## src/rtl/mcycle_unit.sv

```systemverilog
// mcycle_unit: iterative shift-add multiplier and restoring divider.
// Busy stalls the PC from the Start cycle until the results are ready.
module mcycle_unit #(
    parameter int WIDTH = 32
) (
    input  logic             CLK,
    input  logic             Reset,
    input  logic             Start,
    input  logic [1:0]       MCycleOp,
    input  logic [WIDTH-1:0] Operand1,
    input  logic [WIDTH-1:0] Operand2,
    output logic [WIDTH-1:0] Result1,
    output logic [WIDTH-1:0] Result2,
    output logic             Busy
);

    localparam int CW = $clog2(WIDTH + 1);
    localparam logic [CW-1:0] LAST = CW'(WIDTH - 1);

    typedef enum logic [1:0] {
        IDLE,
        COMPUTING,
        DONE
    } state_t;

    state_t state;
    state_t state_next;

    logic [CW-1:0]    count;
    logic             is_div;
    logic             sign1;
    logic             sign2;
    logic [WIDTH-1:0] mag_m;
    logic [WIDTH-1:0] acc_hi;
    logic [WIDTH-1:0] acc_lo;
    logic [WIDTH-1:0] raw1;

    logic             load;
    logic             finish;
    logic             op1_neg;
    logic             op2_neg;
    logic [WIDTH-1:0] op1_mag;
    logic [WIDTH-1:0] op2_mag;

    logic [WIDTH:0]     mul_sum;
    logic [WIDTH:0]     shifted;
    logic [WIDTH:0]     diff;
    logic [WIDTH-1:0]   step_hi;
    logic [WIDTH-1:0]   step_lo;
    logic [WIDTH-1:0]   quo;
    logic [WIDTH-1:0]   rem;
    logic [2*WIDTH-1:0] prod;
    logic [WIDTH-1:0]   fin1;
    logic [WIDTH-1:0]   fin2;

    always_ff @(posedge CLK or posedge Reset) begin
        if (Reset) begin
            state <= IDLE;
        end else begin
            state <= state_next;
        end
    end

    always_comb begin
        state_next = state;
        Busy       = 1'b0;
        load       = 1'b0;
        finish     = 1'b0;
        unique case (state)
            IDLE: begin
                if (Start) begin
                    Busy       = 1'b1;
                    load       = 1'b1;
                    state_next = COMPUTING;
                end
            end
            COMPUTING: begin
                Busy = 1'b1;
                if (count == LAST) begin
                    finish     = 1'b1;
                    state_next = DONE;
                end
            end
            DONE: begin
                state_next = IDLE;
            end
            default: begin
                state_next = IDLE;
            end
        endcase
        // Start may still be high while Reset is held; never stall then.
        if (Reset) begin
            Busy = 1'b0;
        end
    end

    always_comb begin
        op1_neg = MCycleOp[1] & Operand1[WIDTH-1];
        op2_neg = MCycleOp[1] & Operand2[WIDTH-1];
        op1_mag = op1_neg ? -Operand1 : Operand1;
        op2_mag = op2_neg ? -Operand2 : Operand2;
    end

    // One iteration: mul adds then shifts right, div shifts left then trial-subtracts.
    always_comb begin
        mul_sum = {1'b0, acc_hi} + (acc_lo[0] ? {1'b0, mag_m} : '0);
        shifted = {acc_hi, acc_lo[WIDTH-1]};
        diff    = shifted - {1'b0, mag_m};
        step_hi = mul_sum[WIDTH:1];
        step_lo = {mul_sum[0], acc_lo[WIDTH-1:1]};
        if (is_div) begin
            if (!diff[WIDTH]) begin
                step_hi = diff[WIDTH-1:0];
                step_lo = {acc_lo[WIDTH-2:0], 1'b1};
            end else begin
                step_hi = shifted[WIDTH-1:0];
                step_lo = {acc_lo[WIDTH-2:0], 1'b0};
            end
        end
    end

    always_comb begin
        prod = {step_hi, step_lo};
        if (sign1 ^ sign2) begin
            prod = -prod;
        end
        quo  = (sign1 ^ sign2) ? -step_lo : step_lo;
        rem  = sign1 ? -step_hi : step_hi;
        fin1 = prod[WIDTH-1:0];
        fin2 = prod[2*WIDTH-1:WIDTH];
        if (is_div) begin
            if (mag_m == '0) begin
                fin1 = '1;
                fin2 = raw1;
            end else begin
                fin1 = quo;
                fin2 = rem;
            end
        end
    end

    always_ff @(posedge CLK or posedge Reset) begin
        if (Reset) begin
            count   <= '0;
            is_div  <= 1'b0;
            sign1   <= 1'b0;
            sign2   <= 1'b0;
            mag_m   <= '0;
            acc_hi  <= '0;
            acc_lo  <= '0;
            raw1    <= '0;
            Result1 <= '0;
            Result2 <= '0;
        end else if (load) begin
            count  <= '0;
            is_div <= MCycleOp[0];
            sign1  <= op1_neg;
            sign2  <= op2_neg;
            raw1   <= Operand1;
            acc_hi <= '0;
            if (MCycleOp[0]) begin
                mag_m  <= op2_mag;
                acc_lo <= op1_mag;
            end else begin
                mag_m  <= op1_mag;
                acc_lo <= op2_mag;
            end
        end else if (state == COMPUTING) begin
            count  <= count + 1'b1;
            acc_hi <= step_hi;
            acc_lo <= step_lo;
            if (finish) begin
                Result1 <= fin1;
                Result2 <= fin2;
            end
        end
    end

endmodule

```

## config.mk

```make
export PLATFORM = sky130hd
export DESIGN_NAME = mcycle_unit
export DESIGN_NICKNAME = d
export VERILOG_FILES = /design/src/rtl/mcycle_unit.sv
export SDC_FILE = /design/constraint.sdc
export NUM_CORES = 1
export LEC_CHECK = 0
export CORE_UTILIZATION = 56
export CTS_BUF_LIST = sky130_fd_sc_hd__clkbuf_4 sky130_fd_sc_hd__clkbuf_8
export CTS_CLUSTER_SIZE = 10
export DETAILED_ROUTE_END_ITERATION = 6
export PLACE_DENSITY = 0.87
export SLEW_MARGIN = 20
export SYNTH_ARGS = -nofsm -noshare
export SYNTH_HDL_FRONTEND = slang
export SYNTH_SLANG_ARGS = --single-unit
```

## constraint.sdc

```tcl
create_clock -name CLK -period 11.1 [get_ports CLK]
set_clock_uncertainty 0.1 [all_clocks]
set_input_delay 1.665 -clock CLK [delete_from_list [all_inputs] [get_ports CLK]]
set_output_delay 1.665 -clock CLK [all_outputs]
set_load 0.01 [all_outputs]
```

* Yosys cells after proc, flatten, opt, wreduce, memory -nomap -nowiden
Index checks and enable logic that the tools add are counted.
Widths: inputs -> output; s select.
** Operators by class
- Bitwise gates (word level) :: 4
- Eq/ne operators :: 4
- $add $sub $neg :: 8
- Reduce and logical (&&, ||, !) cells :: 5
- Muxes and demuxes :: 31
** Operators by type and width (number)
- $mux 32 :: 18
- $neg 32->32 :: 4
- $mux 64 :: 1
- $neg 64->64 :: 1
- $add 32x32->33 :: 1
- $sub 33x32->33 :: 1
- $logic_not 32->1 :: 1
- $mux 6 :: 2
- $add 6x1->6 const B :: 1
- $eq 6x5->1 const B :: 1
- $mux 1 :: 6
- $mux 2 :: 2
- $ne 2x2->1 const B :: 2
- $pmux 2 s2 :: 1
- $reduce_and 3->1 :: 1
- $and 1x1->1 :: 2
- $eq 2x1->1 const B :: 1
- $logic_not 2->1 :: 1
- $pmux 1 s2 :: 1
- $reduce_and 2->1 :: 1
- $reduce_bool 2->1 :: 1
- $not 1->1 :: 1
- $xor 1x1->1 :: 1
** Storage, ports and cells
- Flip-flop bits (word level) :: 203

* Longest topological paths before layout
- Depth after elaboration :: 7
- Depth in mapped cells :: 27
- Depth with buffers taken out :: 25

* Least setup slack after synthesis
OpenSTA, ideal clock, no wires.
- Path type :: register to register
- Start point :: register acc_lo[31]
- End point :: register Result2[30]
- Setup time :: 0.141 ns
- Slack :: 5.807 ns
- Arrival time :: 5.052 ns
- Period minus slack after synthesis :: 5.293 ns
- Cell stages (with the launch flop) :: 27
- Path through :: dfrtp_1 -> inv_1 -> ha_1 -> inv_1 -> fa_1 -> a211oi_2 -> o211ai_1 -> and3_1 -> o21ai_4 -> nand3_4 -> buf_6 -> nand2_1 -> buf_2 -> nor2_1 -> a21oi_1 -> ha_1 -> and2_1 -> nand2_1 -> nor2_1 -> nand2b_1 -> nor3_2 -> nand2_1 -> or3_1 -> o41ai_2 -> xnor2_1 -> a22oi_1 -> a31oi_1
** On the way
- Longest elaborated chain between the ends :: 7
** Ends and longest elaborated chain
- start: declaration :: RTL line 35 : logic [WIDTH-1:0] acc_lo;
- start signal: assignment :: RTL line 163 : acc_lo <= op1_mag;
- start signal: assignment :: RTL line 166 : acc_lo <= op2_mag;
- start signal: assignment :: RTL line 171 : acc_lo <= step_lo;
- $sub 33x32->33 :: RTL line 108 : diff = shifted - {1'b0, mag_m};
- $mux 32 :: RTL line 112 : if (!diff[WIDTH]) begin
- $mux 32 :: RTL line 111 : if (is_div) begin
- $neg 32->32 :: RTL line 128 : rem = sign1 ? -step_hi : step_hi;
- $mux 32 :: RTL line 128
- $mux 32 :: RTL line 132 : if (mag_m == '0) begin
- $mux 32 (*) :: RTL line 131 : if (is_div) begin
- end signal: assignment :: RTL line 174 : Result2 <= fin2;
- end: declaration :: RTL line 13 : output logic [WIDTH-1:0] Result2,
Mark *: on every way between the ends. The rest lies on a longest branch, timed or not.
A chain may end at the register's enable or synchronous reset.

* Worst setup path after layout
Ends and elaborated chain as after synthesis.

==> flow_metrics.tcl <==
set metrics [dict create \
    p_leak_nw 8.44 \
    area_growth_syn_to_layout_pct 12.6 \
    clkPwrFrac_pct 11.8 \
    gp_congestion 1.06 \
    postCtsSetupBuffers 0 \
    worst_slack_ns 4.26 \
    start_util_pct 57.3 \
    wl_per_cell_um 25.6 \
    cts_tree "done" \
    clock_latency_ns 0.56 \
    syn_nets 2523 \
    clock_path_buffers 3 \
    critPathKind "reg -> reg" \
    grt_max_degree 137 \
    overflow 0 \
    synth-edff-count 0 \
    setup_viol 0 \
    dr.pass1.iters 6 \
    yosysMostFrequentCell "nand2_1" \
    yosys_most_used_dff "dfrtp_1" \
    placed_cells 2800 \
    ir_worst_vdd_uv 222 \
    die_width_um 182 \
    critPathMaxFanout 23 \
    grt_setup_unrepaired "no" \
    synth_top_area_share_pct 27.9 \
    cts_root_buf "clkbuf_8" \
    dieArea_um2 33200 \
    cts_resized 0 \
    grt_pass1_wl_um 111000 \
    arrival_ns 7.14 \
    synth.largest_area_cell "dfrtp_1" \
    slowest_delay_ns 0.67 \
    viasPerCell 6.79 \
    routed_wl_um 73500 \
    rows 65 \
    vias 19500 \
    fin_area_um2 20500 \
    start_kind "register" \
    final_hold_viol_count 0 \
    powerDensity_nw_per_um2 336 \
    combPwrFrac_pct 70.6 \
    avgSynthCellArea_um2 7.63 \
    dp_worst_setup_slack_ns 4.48 \
    synth_area_leaders "dfrtp_1 (28%), nand2_1 (7.9%), o21ai_0 (6.3%), a21oi_1 (5.4%), ha_1 (4.7%)" \
    h-tree-depth 2 \
    status "complete, no violations" \
    crit_path_frequent_cell "nand2_1" \
    period_share_pct 61.6 \
    p_sw_share_pct 56.5 \
    grt_pass1_vias 18200 \
    final_util_pct 64.5 \
    numCtsBuffers 39 \
    cp_top_family "simple AND/OR/NAND/NOR gates" \
    slew_violations 0 \
    chipHeight_um 182 \
    synth_common_cells "nand2_1 (381), o21ai_0 (230), nor2_1 (205)" \
    boundaryPins 134 \
    drc 0 \
    async_reset_ff_share_pct 100 \
    cts_sinks 203 \
    fillers 2778 \
    power_switching_mw 3.89 \
    drt_iter0_markers 2233 \
    yosysWarningCount 0 \
    cts_hold_buf 0 \
    cap_violations 0 \
    maxSlewHeadroom_pct 24.2 \
    fin_crit_ns 6.84 \
    tns_ns 0 \
    grtUsageTotal_pct 43.9 \
    intPower_mw 2.99 \
    core_um2 31700 \
    sequentialPowerShare_pct 17.6 \
    path_clk_slew_ns 0.06 \
    antenna_left 0 \
    finalNonFillerCells 2870 \
    drive_gt1_share_pct 7.54 \
    end_kind "register" \
    cp.required_ns 11.40 \
    numPortBuffers 133 \
    worst_pin_slew_ns 1.14 \
    seq_area_frac_synth_pct 27.9 \
    crit_buf_inv 3 \
    dp_hpwl_um 54900 \
    synthCells 2383 \
    antenna_found_initial 8 \
    crit_slowest_cell "nand2_1" \
    max_freq_ghz 0.146 \
    holdCritPathClass "reg -> reg" \
    syn_area_um2 18200 \
    ys_types 111 \
    fin_nets 2579 \
    placed_area_um2 19600 \
    ys_seq_elements 203 \
]
[state kept, by name, indices dropped and copies added, names as in the netlist]
register and cells:
Result1 32, Result2 32, acc_hi 32, acc_lo 32, count 6, is_div 1
mag_m 32, raw1 32, sign1 1, sign2 1, state 2
[worst paths after layout]
path / slack, ns / end / cells after the start / from
min in group asynchronous: 1.63 / is_div / 2 / Reset
hold / removal: 0.38 / raw1[18] / 2 / raw1[18]
hold reg to reg: 0.38 / raw1[18] / 2 / raw1[18]
setup reg to reg: 4.26 / Result2[30] / 25 / acc_lo[31]
max in group asynchronous: 7.69 / Result2[28] / 3 / Reset
setup / recovery: 4.26 / Result2[30] / 25 / acc_lo[31]
[kinds of logic after synthesis]
group | count (synthesis) | share of synthesized area, %
buffers and inverters | 214 | 4.96
AOI/OAI and AO/OA | 762 | 27.6
adders and majority gates | 71 | 4.97
DFF | 203 | 27.9
muxes | 47 | 2.60
xor gates and xnor gates | 176 | 8.48
and+or+nand+nor | 910 | 23.4
[worst min-delay path, cell delays in order (launching register included)]
cell	delay (ns)
dfrtp_1	0.34
nand2_1	0.05
nand2_1	0.05
[power by group through the flow]
| stage | logic, mW | registers, mW | clock network [mW] |
|---|---|---|---|
| finish | 4.86 | 1.21 | 0.810 |
| global route | 5.14 | 1.23 | 0.842 |
| CTS | 4.68 | 1.20 | 0.814 |
| detailed placement | 4.65 | 1.21 | 0 |
| global placement | 4.63 | 1.19 | 0 |
| floorplan | 3.29 | 1.11 | 0 |
[area by class of cell]
class	instances	area, um^2	share of cell area [%]
antenna	2	5.00	0.0244
inverter	68	263	1.28
clock inverter	7	68.8	0.336
tap	402	503	2.46
multi-input combinational	1966	12300	59.8
timing repair buffer	161	1550	7.58
sequential	203	5080	24.8
clock buffer	61	746	3.64
[metal layers]
layer  vias up  track usage, %  wire length (um)
met5         -               0                72
met4        10            24.7              4670
met3       272            10.2              8580
met2      1287            65.0             30700
met1      9231            59.1             29500
li1       8701               -                 -
[metrics by stage]
stage          hold slack, ns  power (mW)
2_1_floorplan           0.337        4.40
3_3_place_gp            0.356        5.82
3_5_place_dp            0.362        5.86
4_1_cts                 0.377        6.69
5_1_grt                 0.394        7.22
6_report                0.378        6.88
[cells in the final DEF, fill, tap and decap left out, drive strengths merged, types with 61 or more instances in the layout]
master / n
clkbuf: 61
clkdlybuf4s50: 132
nand2: 382
ha: 69
a21oi: 206
xor2: 97
nor2: 206
nand3: 78
dfrtp: 203
inv: 67
o21ai: 252
xnor2: 79
Note: power is estimated with default switching activity, not from simulation.
